[src/rtl/key_irq_ctrl.sv]
// ============================================================================
// Module      : key_irq_ctrl
// Description : Keypad interrupt front end for an 8088 bus. Latches one-cycle
//               debounced key events into a pending register, raises INTR,
//               answers the two-cycle INTA sequence with an 8-bit vector and
//               tracks the key in service until end-of-interrupt.
//               Optional build macro: AUTO_EOI_EN (second INTA retires the
//               interrupt immediately; eoi is ignored, in_service stays 0).
// Revision    : 1.0 - initial release
// ============================================================================
`default_nettype none

module key_irq_ctrl #(
  parameter int          NUM_KEYS    = 4,      // 1..7, index 7 is the spurious code
  parameter logic [7:0]  VECTOR_BASE = 8'h08   // low 3 bits must be zero
) (
  input  logic                sys_clk,
  input  logic                sys_rst,
  input  logic [NUM_KEYS-1:0] key_flag,
  input  logic                inta,
  input  logic                eoi,
  input  logic                mask_wr,
  input  logic [NUM_KEYS-1:0] mask_din,
  input  logic                ovr_clr,
  output logic                intr,
  output logic [7:0]          vec_out,
  output logic                vec_oe,
  output logic [NUM_KEYS-1:0] pending,
  output logic [NUM_KEYS-1:0] in_service,
  output logic [NUM_KEYS-1:0] overrun
);

  localparam logic [1:0] c_ST_IDLE    = 2'd0;
  localparam logic [1:0] c_ST_REQ     = 2'd1;
  localparam logic [1:0] c_ST_ACK1    = 2'd2;
  localparam logic [1:0] c_ST_SERVICE = 2'd3;

  localparam logic [2:0] c_SPURIOUS   = 3'd7;

  logic [1:0]          r_state;
  logic [1:0]          w_state_nxt;
  logic [2:0]          r_sel;
  logic [NUM_KEYS-1:0] r_mask;
  logic [NUM_KEYS-1:0] r_pending;
  logic [NUM_KEYS-1:0] r_overrun;
  logic [NUM_KEYS-1:0] r_in_service;
  logic                r_intr;
  logic [7:0]          r_vec_out;
  logic                r_vec_oe;

  logic [NUM_KEYS-1:0] w_req;
  logic                w_any_req;
  logic [2:0]          w_low_sel;
  logic [NUM_KEYS-1:0] w_sel_onehot;
  logic                w_ack2;
  logic                w_ack_real;
  logic [NUM_KEYS-1:0] w_pend_clr;

  assign w_req     = r_pending & ~r_mask;
  assign w_any_req = |w_req;

  // Lowest-index unmasked pending key; spurious code when nothing qualifies.
  always_comb begin
    w_low_sel = c_SPURIOUS;
    for (int i = NUM_KEYS - 1; i >= 0; i--) begin
      if (w_req[i]) begin
        w_low_sel = 3'(i);
      end
    end
  end

  generate
    for (genvar gi = 0; gi < NUM_KEYS; gi++) begin : g_sel_dec
      assign w_sel_onehot[gi] = (r_sel == 3'(gi));
    end
  endgenerate

  // The second INTA ends the acknowledge; only a real selection retires a key.
  assign w_ack2     = (r_state == c_ST_ACK1) && inta;
  assign w_ack_real = w_ack2 && (r_sel != c_SPURIOUS);
  assign w_pend_clr = w_ack_real ? w_sel_onehot : '0;

  // Next-state decode of the acknowledge sequencer.
  always_comb begin
    w_state_nxt = r_state;
    case (r_state)
      c_ST_IDLE: begin
        if (w_any_req) begin
          w_state_nxt = c_ST_REQ;
        end
      end
      c_ST_REQ: begin
        if (inta) begin
          w_state_nxt = c_ST_ACK1;
        end
      end
      c_ST_ACK1: begin
        if (inta) begin
`ifdef AUTO_EOI_EN
          w_state_nxt = c_ST_IDLE;
`else
          w_state_nxt = w_ack_real ? c_ST_SERVICE : c_ST_IDLE;
`endif
        end
      end
      c_ST_SERVICE: begin
`ifdef AUTO_EOI_EN
        w_state_nxt = c_ST_IDLE;
`else
        if (eoi) begin
          w_state_nxt = c_ST_IDLE;
        end
`endif
      end
      default: w_state_nxt = c_ST_IDLE;
    endcase
  end

  // State, registered INTR and the selection frozen at the first INTA.
  always_ff @(posedge sys_clk) begin
    if (sys_rst) begin
      r_state <= c_ST_IDLE;
      r_intr  <= 1'b0;
      r_sel   <= 3'd0;
    end else begin
      r_state <= w_state_nxt;
      r_intr  <= (w_state_nxt == c_ST_REQ);
      if ((r_state == c_ST_REQ) && inta) begin
        r_sel <= w_low_sel;
      end
    end
  end

  // Vector byte driven for exactly the cycle after the second INTA, then held.
  always_ff @(posedge sys_clk) begin
    if (sys_rst) begin
      r_vec_out <= 8'd0;
      r_vec_oe  <= 1'b0;
    end else begin
      r_vec_oe <= w_ack2;
      if (w_ack2) begin
        r_vec_out <= VECTOR_BASE + {5'd0, r_sel};
      end
    end
  end

  // Pending/overrun/mask bookkeeping; a new event beats a same-cycle clear.
  always_ff @(posedge sys_clk) begin
    if (sys_rst) begin
      r_pending <= '0;
      r_overrun <= '0;
      r_mask    <= '0;
    end else begin
      r_pending <= (r_pending & ~w_pend_clr) | key_flag;
      r_overrun <= (ovr_clr ? '0 : r_overrun) | (key_flag & r_pending);
      if (mask_wr) begin
        r_mask <= mask_din;
      end
    end
  end

`ifdef AUTO_EOI_EN
  logic w_unused_eoi;
  assign w_unused_eoi = eoi;

  // Auto-EOI retires at acknowledge, so no key is ever held in service.
  always_ff @(posedge sys_clk) begin
    r_in_service <= '0;
  end
`else
  // In-service marker set by a real acknowledge, cleared by EOI.
  always_ff @(posedge sys_clk) begin
    if (sys_rst) begin
      r_in_service <= '0;
    end else if (w_ack_real) begin
      r_in_service <= w_sel_onehot;
    end else if ((r_state == c_ST_SERVICE) && eoi) begin
      r_in_service <= '0;
    end
  end
`endif

  assign intr       = r_intr;
  assign vec_out    = r_vec_out;
  assign vec_oe     = r_vec_oe;
  assign pending    = r_pending;
  assign in_service = r_in_service;
  assign overrun    = r_overrun;

endmodule

`default_nettype wire

[config.mk]
export PLATFORM = sky130hd
export DESIGN_NAME = key_irq_ctrl
export DESIGN_NICKNAME = d
export VERILOG_FILES = /design/src/rtl/key_irq_ctrl.sv
export SDC_FILE = /design/constraint.sdc
export NUM_CORES = 1
export LEC_CHECK = 0
export BUFFER_PORTS_ARGS = -buffer_cell sky130_fd_sc_hd__buf_4
export CORE_MARGIN = 2
export CORE_UTILIZATION = 44
export DETAILED_ROUTE_END_ITERATION = 12
export GPL_ROUTABILITY_DRIVEN = 1
export PLACE_DENSITY = 0.74
export SLEW_MARGIN = 5
export SYNTH_ARGS = -nofsm -noshare
export SYNTH_HDL_FRONTEND = slang
export SYNTH_SLANG_ARGS = --single-unit
[constraint.sdc]
create_clock -name sys_clk -period 1.3 [get_ports sys_clk]
set_input_delay 0 -clock sys_clk [delete_from_list [all_inputs] [get_ports sys_clk]]
set_output_delay 0 -clock sys_clk [all_outputs]
set_load 0.01 [all_outputs]
======== Word-level counts from Yosys, hierarchy flattened ========
Cells that the tools add are included.
storage, ports and cells
  input port bits ......................... 14
  output and inout bits ................... 22
  word-level logic and storage cells ...... 47
  flip-flop bits (word level) ............. 31
operators by class
  bitwise operators ....................... 7
  add/subtract/negate cells ............... 1
  multiplexer cells ....................... 14
  equal/unequal tests ..................... 8
  reductions and logical operators ........ 8
operators by type and width
  kind                 count
  $mux 4               4
  $and 4x4->4          3
  $mux 3               4
  $mux 2               5
  $not 4->4            2
  $or 4x4->4           2
  $pmux 2 s4           1
  $eq 3x2->1 const B   2
  $add 4x3->5 const A  1
  $eq 2x1->1 const B   2
  $eq 2x2->1 const B   2
  $logic_and 1x1->1    4
  $reduce_or 4->1      1
  $eq 3x1->1 const B   1
  $logic_not 3->1      1
  $ne 3x3->1 const B   1
  $logic_not 2->1      1
  $reduce_bool 2->1    1

======== Logic depth before layout (Yosys ltp) ========
Gate-level depths: netlist (run 1).
  word-level depth ........................ 7
  depth in mapped cells ................... 6
  mapped depth without buffers ............ 4

======== Least setup slack after synthesis (run 1) ========
OpenSTA, ideal clock, no wires.
  path type ............................... register to register
  from .................................... reg r_pending[1] (netlist: pending[1])
  to ...................................... reg r_intr (netlist: intr)
  path slack .............................. 0.054 ns
  path buffers ............................ 0
  clock period less this slack ............ 1.246 ns
  data required time ...................... 1.162 ns
  arrival time ............................ 1.107 ns
  setup time .............................. 0.138 ns
  cell stages (with the launch flop) ...... 5
  cell sequence ........................... dfxtp_1 nor2b_2 a2111oi_4 nor2b_1 a2111oi_2
between the ends
  longest elaborated chain between the ends .. 5
RTL lines
  what                    RTL line  RTL
  from (decl)             44        logic [NUM_KEYS-1:0] r_pending;
  from (signal assigned)  154       r_pending <= (r_pending & ~w_pend_clr) | key_flag;
  $and 4x4->4             59        assign w_req = r_pending & ~r_mask;
  $reduce_or 4->1         60        assign w_any_req = |w_req;
  $mux 2                  88        if (w_any_req) begin
  $pmux 2 s4              86        case (r_state)
  $eq 2x1->1              127       r_intr <= (w_state_nxt == c_ST_REQ);
  to (signal assigned)    127
  to (decl)               47        logic r_intr;
Every way passes these cells.
A chain may end at the register's enable or synchronous reset.

======== Worst setup path after layout (run 1) ========
Same ends and word-level chain as after synthesis.

==> results of run 1 <==
## kinds of logic (layout without fill, tap and decap cells)
group,Yosys count,in the layout
multiplexers,9,9
AND/OR/NAND/NOR,43,43
flip-flops,27,27
AO/OA/AOI/OAI,25,25
other,1,4
buffers and inverters,16,60
## power by group through the flow
stage               Combinational (uW)  Clock, uW  Sequential [uW]
floorplan                          225          0              944
global placement                   335          0              939
detailed placement                 345          0              941
CTS                                388        411              926
global route                       423        440              937
finish                             388        398              928
## area by class of cell
class                      count  area, um2
multi-input combinational     81        539
clock inverter                 1       8.76
inverter                       4       15.0
tap                           30       37.5
timing repair buffer          52        428
sequential                    27        543
clock buffer                   3       22.5
fill                         212        883
## final timing paths
kind	startpoint	endpoint	slack, ns
hold / removal	ovr_clr	overrun[3]	0.06
setup / recovery	pending[1]	intr	0.02
setup reg to reg	pending[1]	intr	0.02
hold reg to reg	in_service[2]	in_service[2]	0.47
## through the flow
stage          setup WS (ns)  utilization [%]  setup TNS [ns]  total power [uW]  area (um2)
2_1_floorplan         0.0544                -               0              1170        1170
3_3_place_gp          0.0688             56.7               0              1270        1400
3_5_place_dp        -0.00373             56.7        -0.00373              1290        1400
4_1_cts              0.00357             64.2               0              1720        1590
5_1_grt              -0.0551             64.3         -0.0551              1800        1590
6_report              0.0175             64.3               0              1710        1590
## registers in the layout, indices dropped and copies added, names as in the netlist
name,cells
r_sel,3
vec_out,4
r_mask,4
overrun,4
pending,4
vec_oe,1
r_state,2
in_service,4
intr,1
## worst max-delay path, cell delays in order (launching register included)
cell and delay [ns]:
dfxtp_1 0.34, nor2b_2 0.17, a2111oi_4 0.38, nor2b_2 0.22, a2111oi_2 0.05
## what timing repair did
action | 4_1_cts | 5_1_grt
gates resized for setup | 3 | 2
gates cloned | 0 | 0
endpoints found under the hold margin | 14 | 0
pin swaps | 1 | 0
hold buffers | 15 | 0
endpoints found under the setup margin | 1 | 6
## placed cells by master (no fill, tap or decap)
cell type,count
buf_4,37
dfxtp_1,25
nor2_1,21
dlygate4sd3_1,15
a21oi_1,10
mux2i_1,8
nand2_1,6
inv_1,4
a22oi_1,4
conb_1,4
nor2b_2,3
clkbuf_4,3
nand3_1,2
nor3_1,2
a2111oi_2,2
a31oi_1,2
a211oi_1,2
nand3b_1,2
dfxtp_2,2
and4bb_1,1
and3b_2,1
and3_1,1
a21oi_4,1
mux2_1,1
and2b_1,1
a2111oi_4,1
nand3b_4,1
nor2b_1,1
a21boi_0,1
o21ai_0,1
o21a_1,1
nand2b_1,1
inv_6,1
## routing by layer
metal	GRT usage [%]	routed length (um)
met1	19.6	1040
met2	32.1	1340
met3	4.68	148
met4	2.44	8
met5	0	0
==> results list, run 1 <==
* Final setup violation count: 0
- Starting density of the core: 46.6%
* Flops & latches, synth: 27
- For this design the total switching power over the nets is 494 uW.
- The initialized floorplan defines 18 standard-cell rows.
- From synthesis to final layout, the design area changed by 38.0%.
- In this run the number of H-tree levels came out at 1.
- Largest fanout on the critical path: 3
- Overflow left after global routing: 0
- Floorplan die height: 55.2 um
* Max Cap Violations: 0
- Clock-pin slew was measured on the worst setup and hold paths at 0.17 ns.
- Setup repair bufs after CTS: 0
- Summing the areas of all and, or, nand and nor instances in the mapped netlist gives 19.5% of the synthesized area.
- In the finished design, the share of the clock period the worst path needs comes to 98.7%.
* Worst supply voltage drop on vdd: 888 uV
- 0 antenna diodes ended up in the layout.
- For this block, the via count after detailed routing is 1001.
- Net switching fraction of the power: 28.8%
* Endpoints failing hold: 0
- Summing the areas of all fa, ha and maj instances in the mapped netlist gives 0% of the synthesized area.
* Predominant post-synthesis flop cell: dfxtp_1
- Total Routing Usage GR: 17.1%
- The biggest area contributor in the post-synthesis netlist is dfxtp_1.
- Share of the synthesized area in compound gates (AO/OA/AOI/OAI): 17.4%
- At the later pin of the worst-skew pair, clock insertion delay measures 0.34 ns.
- CP arrival: 1.51 ns
- Per report_power, the combinational group accounts for 22.6% of the total.
* Path class of the lowest-slack min-delay path: input port to register
* DRT Pass-1 Iters: 4
- The final layout contains routed wiring with a total length of 2.54 mm.
- Of the total synthesized cell area, the portion taken by XOR and XNOR cells is 0%.
- For this run, the number of Yosys warnings is 0.
* Reg power frac: 54.1%
- Counting tap cells, the placed design contains a total of 179 instances.
- Mapped Avg Cell Area: 9.54 um2
- By area the synthesized netlist is led by dfxtp_1 47%, mux2i_1 6.9%, nor2_1 6.8%.
- The tree is rooted in a clkbuf_4.
* Pin count of the biggest net entering global routing: 28
- # port buffers: 31
- The detailed router finished its first iteration with 4 violations.
- Synthesis produced 121 cells.
- Static leakage power: 0.000700 uW
- The number of max-slew violations in the final report was 0.
- For the final database, setup skew stands at 0.0167 ns.
* Clock tree buffer depth: 2
- Fmax: 780 MHz
- The worst setup path is launched from a register.
- The setup path with the least slack is of type register to register.
- Via-per-instance ratio: 5.06
* Most common cell in the netlist: dfxtp_1
- R2R cell count: 4
* Ys async rst share: 0%
- The wire-length estimate of the detail-placed layout is 1.79 mm.
- After synthesis, the largest family of logic cells by area is simple AND/OR/NAND/NOR gates.
- Post-layout instance count excluding filler cells: 198
- Final-stage net count: 183
- Via count of the first global-routing pass: 1026
- The top cell type by area accounts for 46.8% of the synthesized area.
- The worst hold path passes through 4 cells.
* Clock Power Share: 23.2%
- First-pass GRT wire length: 4.31 mm
- Fraction of synthesized area in multiplexers: 7.91%
- Number of antenna violations at the first check in global routing: 0
* Clock period minus worst slack: 1.28 ns
* Die Wd: 55.2 um
- Total internal power: 1220 uW
- IO Count: 36
* Number of enable-type register cells in the synthesized netlist: 0
* Clock buffer count from CTS: 3
* Capturing element type of the critical path: register
* Worst slack on hold paths: 0.0601 ns
- The cell area that synthesis handed to floorplanning was 1150 um2.
* Final Wtd Congestion: 0.746
- Placeable core region: 2480 um2
- Post-synth top cells: 27 x dfxtp_1, 21 x nor2_1, 10 x a21oi_1, 8 x mux2i_1, 6 x nand2_1
* Share of cells above drive strength 1: 31.0%
- Distinct cells, synth: 33
* Final ANT Viol Nets: 0
* Routed wire per std cell: 12.8 um
- Outcome: completed
- The clock net in this run drives a total of 27 sinks.
- Dividing total power by cell area gives a power density of 1080 nW/um2.
- At the worst endpoint, the required time is 1.52 ns.
- CTS tree: yes
- Summing the sequential cell areas from Yosys gives 46.8% of the chip area.
- Setup repair after global routing could not meet its margin everywhere.
- For this run, design rule violations remaining after detail routing come to 0.
- Total Die Area: 3050 um2
No activity file was read; power rests on OpenSTA's default activity.
==> inputs of run 2 (changes only) <==
--- a/config.mk
+++ b/config.mk
@@ -5,7 +5,7 @@
 export SDC_FILE = /design/constraint.sdc
 export NUM_CORES = 1
 export LEC_CHECK = 0
-export BUFFER_PORTS_ARGS = -buffer_cell sky130_fd_sc_hd__buf_4
+export BUFFER_PORTS_ARGS = -buffer_cell sky130_fd_sc_hd__buf_2
 export CORE_MARGIN = 2
 export CORE_UTILIZATION = 44
 export DETAILED_ROUTE_END_ITERATION = 12
==> results list, run 2 (synthesis gave the netlist of run 1 again) <==
- Fmax: 812 MHz (was 780 MHz)
- Worst slack on hold paths: 0.0192 ns (was 0.0601 ns)
- The clock network power share is 21.5% (was 23.2%).
- The maximum ir drop on the vdd rail was 910 uV (was 888 uV).
* Pre-CTS setup slack: 0.0117 ns (was -0.00373 ns)
- The required time of the critical path came to 1.50 ns (was 1.52 ns).
- The area of the core came to 2480 um2 (unchanged).
- Pin count of the biggest net entering global routing: 28 (unchanged)
- The highest fanout seen on the critical path is 4 (was 3).
- Via count of the first global-routing pass: 924 (was 1026)
- Die Wd: 55.2 um (unchanged)
* Total internal power: 1180 uW (was 1220 uW)
* Share of the cycle needed by the critical path after routing: 94.8% (was 98.7%)
- The standard cell with the maximum stage delay on the critical path was dfxtp_1 (was a2111oi_4).
- The detailed-route vias per instance was 5.14 (was 5.06).
* Overflow left after global routing: 0 (unchanged)
* Placement Rows: 18 (unchanged)
* Number of design-rule violations left by the first detailed-router iteration: 19 (was 4)
- The endpoint kind of the worst setup timing path was a register (unchanged).
* Share of cells above drive strength 1: 33.3% (was 31.0%)
* Worst Setup Path Type: register to register (unchanged)
- Power per unit of standard cell area: 1110 nW/um2 (was 1080 nW/um2)
* Post-layout worst setup margin: 0.0679 ns (was 0.0175 ns)
- The post-detailed-route count of antenna-violating nets came to 0 (unchanged).
- The root buffer selected by CTS is clkbuf_4 (unchanged).
* Routed wire per std cell: 13.3 um (was 12.8 um)
- The final-stage net count is 177 (was 183).
- The sequential cell fraction of total power came to 57.1% (was 54.1%).
- Design Power: 1630 uW (was 1710 uW)
* Final worst clock skew: 0.0115 ns (was 0.0167 ns)
* Critical-path cell list: nor2b_4 -> a2111oi_4 -> nor2b_2 -> a2111oi_2 (was nor2b_2 -> a2111oi_4 -> nor2b_2 -> a2111oi_2)
- The static leakage was 0.000666 uW (was 0.000700 uW).
- The switching power summed over all nets is 450 uW (was 494 uW).
- Total negative slack for setup checks: 0 ns (unchanged)
- The number of failing setup endpoints in the final timing report was 0 (unchanged).
* Net switching fraction of the power: 27.6% (was 28.8%)
- Final Wtd Congestion: 0.789 (was 0.746)
* # port buffers: 31 (unchanged)
* Type of element launching the critical path: register (unchanged)
- Outcome: completed (unchanged).
* Relative contribution of combinational cells to total power: 21.3% (was 22.6%)
* Leading cell type in the layout, fill and taps excluded: buf_2 (was buf_4)
* Bufs and invs on worst path: 0 (unchanged)
- # clock sinks: 27 (unchanged)
* Maximum level of the CTS H-tree: 1 (unchanged)
* Final routed DRC violation total: 0 (unchanged)
- The worst stage delay on the critical path came to 0.38 ns (about the same).
- Final Max Slew Viols: 0 (unchanged)
- The number of antenna diodes was 0 (unchanged).
* Clock period minus worst slack: 1.23 ns (was 1.28 ns)
* DRT Pass-1 Iters: 4 (unchanged)
* First-pass GRT wire length: 4.06 mm (was 4.31 mm)
- Reg clk slew, reported paths: 0.14 ns (was 0.17 ns)
- Total via count after detailed routing: 986 (was 1001)
- R2R cell count: 4 (unchanged)
- Crit. path cell count: 4 (unchanged)
- The kind of cell with the highest combined delay on the critical path is flip-flops (was compound AO/OA/AOI/OAI gates).
- The deepest clock path buffer count was 2 (unchanged).
- The count of maximum capacitance violations is 0 (unchanged).
* Total Routing Usage GR: 16.4% (was 17.1%)
* Top library cells by usage in the layout, fill and taps aside: 31 x buf_2, 24 x dfxtp_1, 21 x nor2_1 (was 37 x buf_4, 25 x dfxtp_1, 21 x nor2_1)
- Wire length reported by the detailed router: 2.55 mm (was 2.54 mm)
- Total Die Area: 3050 um2 (unchanged)
- Dpl hpwl: 1.75 mm (was 1.79 mm)
- Starting density of the core: 46.6% (unchanged)
- The clock tree from TritonCTS was yes (unchanged).
* Floorplan die height: 55.2 um (unchanged)
* Synthesis-to-layout area growth: 27.1% (was 38.0%)
- The number of antenna violations at the first check in global routing was 0 (unchanged).
- The endpoint arrival time on the critical path came to 1.44 ns (was 1.51 ns).
* Worst hold path cell count: 3 (was 4)
* Number of fill cells: 232 (was 212)
- Path class of the lowest-slack min-delay path: input port to register (unchanged)
- IO Count: 36 (unchanged)
- Clock buffer count from CTS: 3 (unchanged)
- The final number of hold-violating endpoints came to 0 (unchanged).
- Clock latency on the worst-skew pair: 0.32 ns (was 0.34 ns)
==> run 2: layout make-up <==
cell class                      count  area (um2)  area share, %
Multi-Input combinational cell     81         554           37.8
Sequential cell                    27         544           37.1
Timing Repair Buffer               46         290           19.8
Tap cell                           30        37.5           2.56
Clock buffer                        4        26.3           1.79
Inverter                            4        15.0           1.02
==> run 2: per-layer routing <==
| metal | routed length, um | vias to the layer above | global-route usage, % | part of all wire [%] |
|---|---|---|---|---|
| met5 | 0 | - | 0 | 0 |
| met4 | 36 | 0 | 6.27 | 1.4 |
| met3 | 93 | 4 | 2.81 | 3.6 |
| met2 | 1300 | 23 | 28.9 | 51 |
| met1 | 1120 | 475 | 19.8 | 44 |
| li1 | - | 484 | - | - |
==> run 2: stage by stage <==
step	utilization, %	instance area (um2)	instances
global placement	53.2	1320	178
floorplan	-	1170	124
global route	59.2	1470	192
finish	59.2	1470	192
CTS	58.0	1440	191
detailed placement	53.2	1320	178
==> run 2: timing repair <==
| item | CTS | global route |
|---|---|---|
| setup buffers | 0 | 1 |
| cloned | 0 | 0 |
| gates resized for setup | 1 | 9 |
| hold buffers | 9 | 0 |
| endpoints found under the hold margin | 13 | 0 |
| endpoints found under the setup margin | 1 | 4 |
| pin swaps | 0 | 2 |
==> run 2: worst register-to-register path: cells and delay by family (launching register included) <==
family | cells | cell delay, ns
AOI/OAI and AO/OA | 2 | 0.37
DFF | 1 | 0.38
and+or+nand+nor | 2 | 0.37
==> run 2: power groups by stage <==
stage | registers, uW | logic [uW] | clock network (uW)
2_1_floorplan | 944 | 225 | 0
3_3_place_gp | 937 | 304 | 0
3_5_place_dp | 942 | 312 | 0
4_1_cts | 924 | 333 | 360
5_1_grt | 937 | 377 | 395
6_report | 930 | 347 | 351
==> run 2: final timing paths <==
path	start	end	slack, ns
setup / recovery	pending[2]	intr	0.07
hold / removal	mask_wr	r_mask[0]	0.02
setup reg to reg	pending[2]	intr	0.07
hold reg to reg	in_service[1]	in_service[1]	0.47
==> inputs of run 3 (changes only) <==
--- a/config.mk
+++ b/config.mk
@@ -7,10 +7,12 @@
 export LEC_CHECK = 0
 export BUFFER_PORTS_ARGS = -buffer_cell sky130_fd_sc_hd__buf_2
 export CORE_MARGIN = 2
-export CORE_UTILIZATION = 44
+export CORE_UTILIZATION = 47
+export CTS_BUF_LIST = sky130_fd_sc_hd__clkbuf_8
 export DETAILED_ROUTE_END_ITERATION = 12
 export GPL_ROUTABILITY_DRIVEN = 1
-export PLACE_DENSITY = 0.74
+export PLACE_DENSITY = 0.78
+export SKIP_LAST_GASP = 1
 export SLEW_MARGIN = 5
 export SYNTH_ARGS = -nofsm -noshare
 export SYNTH_HDL_FRONTEND = slang
==> results list, run 3 (synthesis gave the netlist of run 1 again) <==
- The final cycle utilization of the critical path was 96.5% (was 94.8%).
- Clock tree buffer depth: 2 (unchanged)
* Static leakage power: 0.000677 uW (was 0.000666 uW)
- The port buffer count was 31 (unchanged).
- The number of antenna diodes is 0 (unchanged).
- The most common library cell in the layout ignoring fill and taps was buf_2 (unchanged).
- The reg-to-reg setup timing slack was 0.05 ns (was 0.07 ns).
- Number of antenna violations at the first check in global routing: 0 (unchanged)
* Root Buffer Master: clkbuf_8 (was clkbuf_4)
- The synthesis-to-finish area growth came to 28.0% (was 27.1%).
- Final worst clock skew: 0.00736 ns (was 0.0115 ns)
- The number of violations reported at the end of detailed-routing iteration 0 came to 17 (was 19).
* Overflow left after global routing: 0 (unchanged)
* CP arrival: 1.42 ns (was 1.44 ns)
- The starting density of the core is 50.7% (was 46.6%).
- The number of setup buffers added after CTS was 0 (unchanged).
* Dpl hpwl: 1.80 mm (was 1.75 mm)
- The count of maximum capacitance violations was 0 (unchanged).
* Path class of the lowest-slack min-delay path: input port to register (unchanged)
- Type of element launching the critical path: register (unchanged)
- The width of the chip came to 53.6 um (was 55.2 um).
* Worst Setup Path Type: register to register (unchanged)
* Wire length reported by the detailed router: 2.56 mm (was 2.55 mm)
- Final design utilization: 64.9% (was 59.2%)
- Hold wc startpoint: mask_wr (unchanged)
* Largest fanout on the critical path: 4 (unchanged)
- Reg clk slew, reported paths: 0.10 ns (was 0.14 ns)
* Final setup violation count: 0 (unchanged)
- The fraction of layout cells with a size suffix above 1 is 34.8% (was 33.3%).
- The number of detailed-route iterations in the first pass was 4 (unchanged).
- Maximum level of the CTS H-tree: 1 (unchanged)
* Final Wtd Congestion: 0.825 (was 0.789)
- Final ANT Viol Nets: 0 (unchanged)
* Sequential cell area in the final layout: 548 um2 (was 544 um2)
- Reg2reg start: pending[0] (was pending[2])
- The die extent in y is 53.6 um (was 55.2 um).
* Placement Rows: 17 (was 18)
- RSZ-0062 raised after global routing: true
- Worst hold path cell count: 3 (unchanged)
* DP Area: 1320 um2 (about the same)
- The area of the core is 2280 um2 (was 2480 um2).
* Via-per-instance ratio: 5.17 (was 5.14)
- Area of the multi-input gates: 549 um2 (was 554 um2)
* Hold worst-path end: r_mask[2] (was r_mask[0])
- The maximum number of pins on one net before global-route repair was 28 (unchanged).
* Worst supply voltage drop on vdd: 1160 uV (was 910 uV)
* Routed wire per std cell: 13.6 um (was 13.3 um)
* Final-stage net count: 176 (was 177)
* Layout Cell Area excl Fill: 1480 um2 (was 1470 um2)
* Final routed DRC violation total: 0 (unchanged)
- CP required: 1.47 ns (was 1.50 ns)
- Fmax: 797 MHz (was 812 MHz)
- Capturing element type of the critical path: register (unchanged)
* Final Max Slew Viols: 0 (unchanged)
- Total Die Area: 2870 um2 (was 3050 um2)
* Number of fill cells: 193 (was 232)
* Via count of the first global-routing pass: 960 (was 924)
- The clock insertion delay at the later pin of the skew report came to 0.28 ns (was 0.32 ns).
- Power per unit of standard cell area: 1200 nW/um2 (was 1110 nW/um2)
- Total via count after detailed routing: 978 (was 986)
- First-pass GRT wire length: 4.10 mm (was 4.06 mm)
- IO Count: 36 (unchanged)
- R2R cell count: 4 (unchanged)
* Outcome: completed (unchanged)
- Clock period minus worst slack: 1.25 ns (was 1.23 ns)
- Top library cells by usage in the layout, fill and taps aside: 31 x buf_2, 21 x nor2_1, 21 x dfxtp_1 (was 31 x buf_2, 24 x dfxtp_1, 21 x nor2_1).
- Clock buffer count from CTS: 3 (unchanged)
* Total Routing Usage GR: 19.9% (was 16.4%)
* # clock sinks: 27 (unchanged)
- The worst setup path startpoint was pending[0] (was pending[2]).
- CTS tree: yes (unchanged)
- The final number of hold-violating endpoints was 0 (unchanged).
- The terminus of the critical flop-to-flop path is r_state[0] (was intr).
==> run 3: cell count changes in the layout (fill, tap and decap cells not counted), sizes merged <==
cell,previous run,this run
dlygate4sd3,9,8
clkbuf,4,3
inv,4,5
==> run 3: cell type report <==
type | instances | area share [%]
inverter | 4 | 1.02
timing repair buffer | 45 | 19.0
sequential | 27 | 37.1
clock inverter | 1 | 0.593
tap | 28 | 2.37
clock buffer | 3 | 2.79
multi-input combinational | 81 | 37.2
==> run 3: metal layers <==
layer | up-vias | part of all wire (%) | GRT usage (%) | wire [um]
met5 | - | 0 | 0 | 0
met4 | 0 | 0.20 | 1.28 | 5
met3 | 2 | 5.9 | 6.39 | 151
met2 | 27 | 51 | 38.5 | 1320
met1 | 459 | 42 | 21.8 | 1090
li1 | 490 | - | - | -
==> run 3: per-stage QoR <==
stage	setup slack, ns	setup TNS [ns]	hold WS (ns)	power, uW	cells
finish	0.0460	0	0.0545	1770	189
global route	-0.0490	-0.0601	0.0528	1870	189
CTS	0.00358	0	0.0459	1780	189
detailed placement	-0.0238	-0.0238	0.237	1260	177
global placement	0.0495	0	0.225	1240	177
floorplan	0.0544	0	0.0996	1170	124
==> run 3: worst max path at each step <==
stage          slack (ns)  cells after the start          to
2_1_floorplan        0.05                      4        intr
3_3_place_gp         0.05                      4        intr
3_5_place_dp        -0.02                      4        intr
4_1_cts             0.004                      4        intr
5_1_grt             -0.05                      4  r_state[0]
6_report             0.05                      4  r_state[0]
==> run 3: where the power goes <==
part           total, uW  internal (uW)  switching [uW]
clock                495            225             270
sequential           932            885            47.1
combinational        344            170             174
total               1770           1280             491
==> run 3: timing repair <==
item                                   4_1_cts  5_1_grt
endpoints found under the hold margin       12        0
pin swaps                                    1        1
hold buffers                                 8        0
setup endpoints to repair                    3        7
gates resized for setup                      3        8
==> run 3: critical path, stage by stage, from the launching register on <==
cell and delay (ns):
dfxtp_1 0.39, and2b_1 0.23, a2111oi_4 0.06, o21a_1 0.22
a211oi_1 0.26
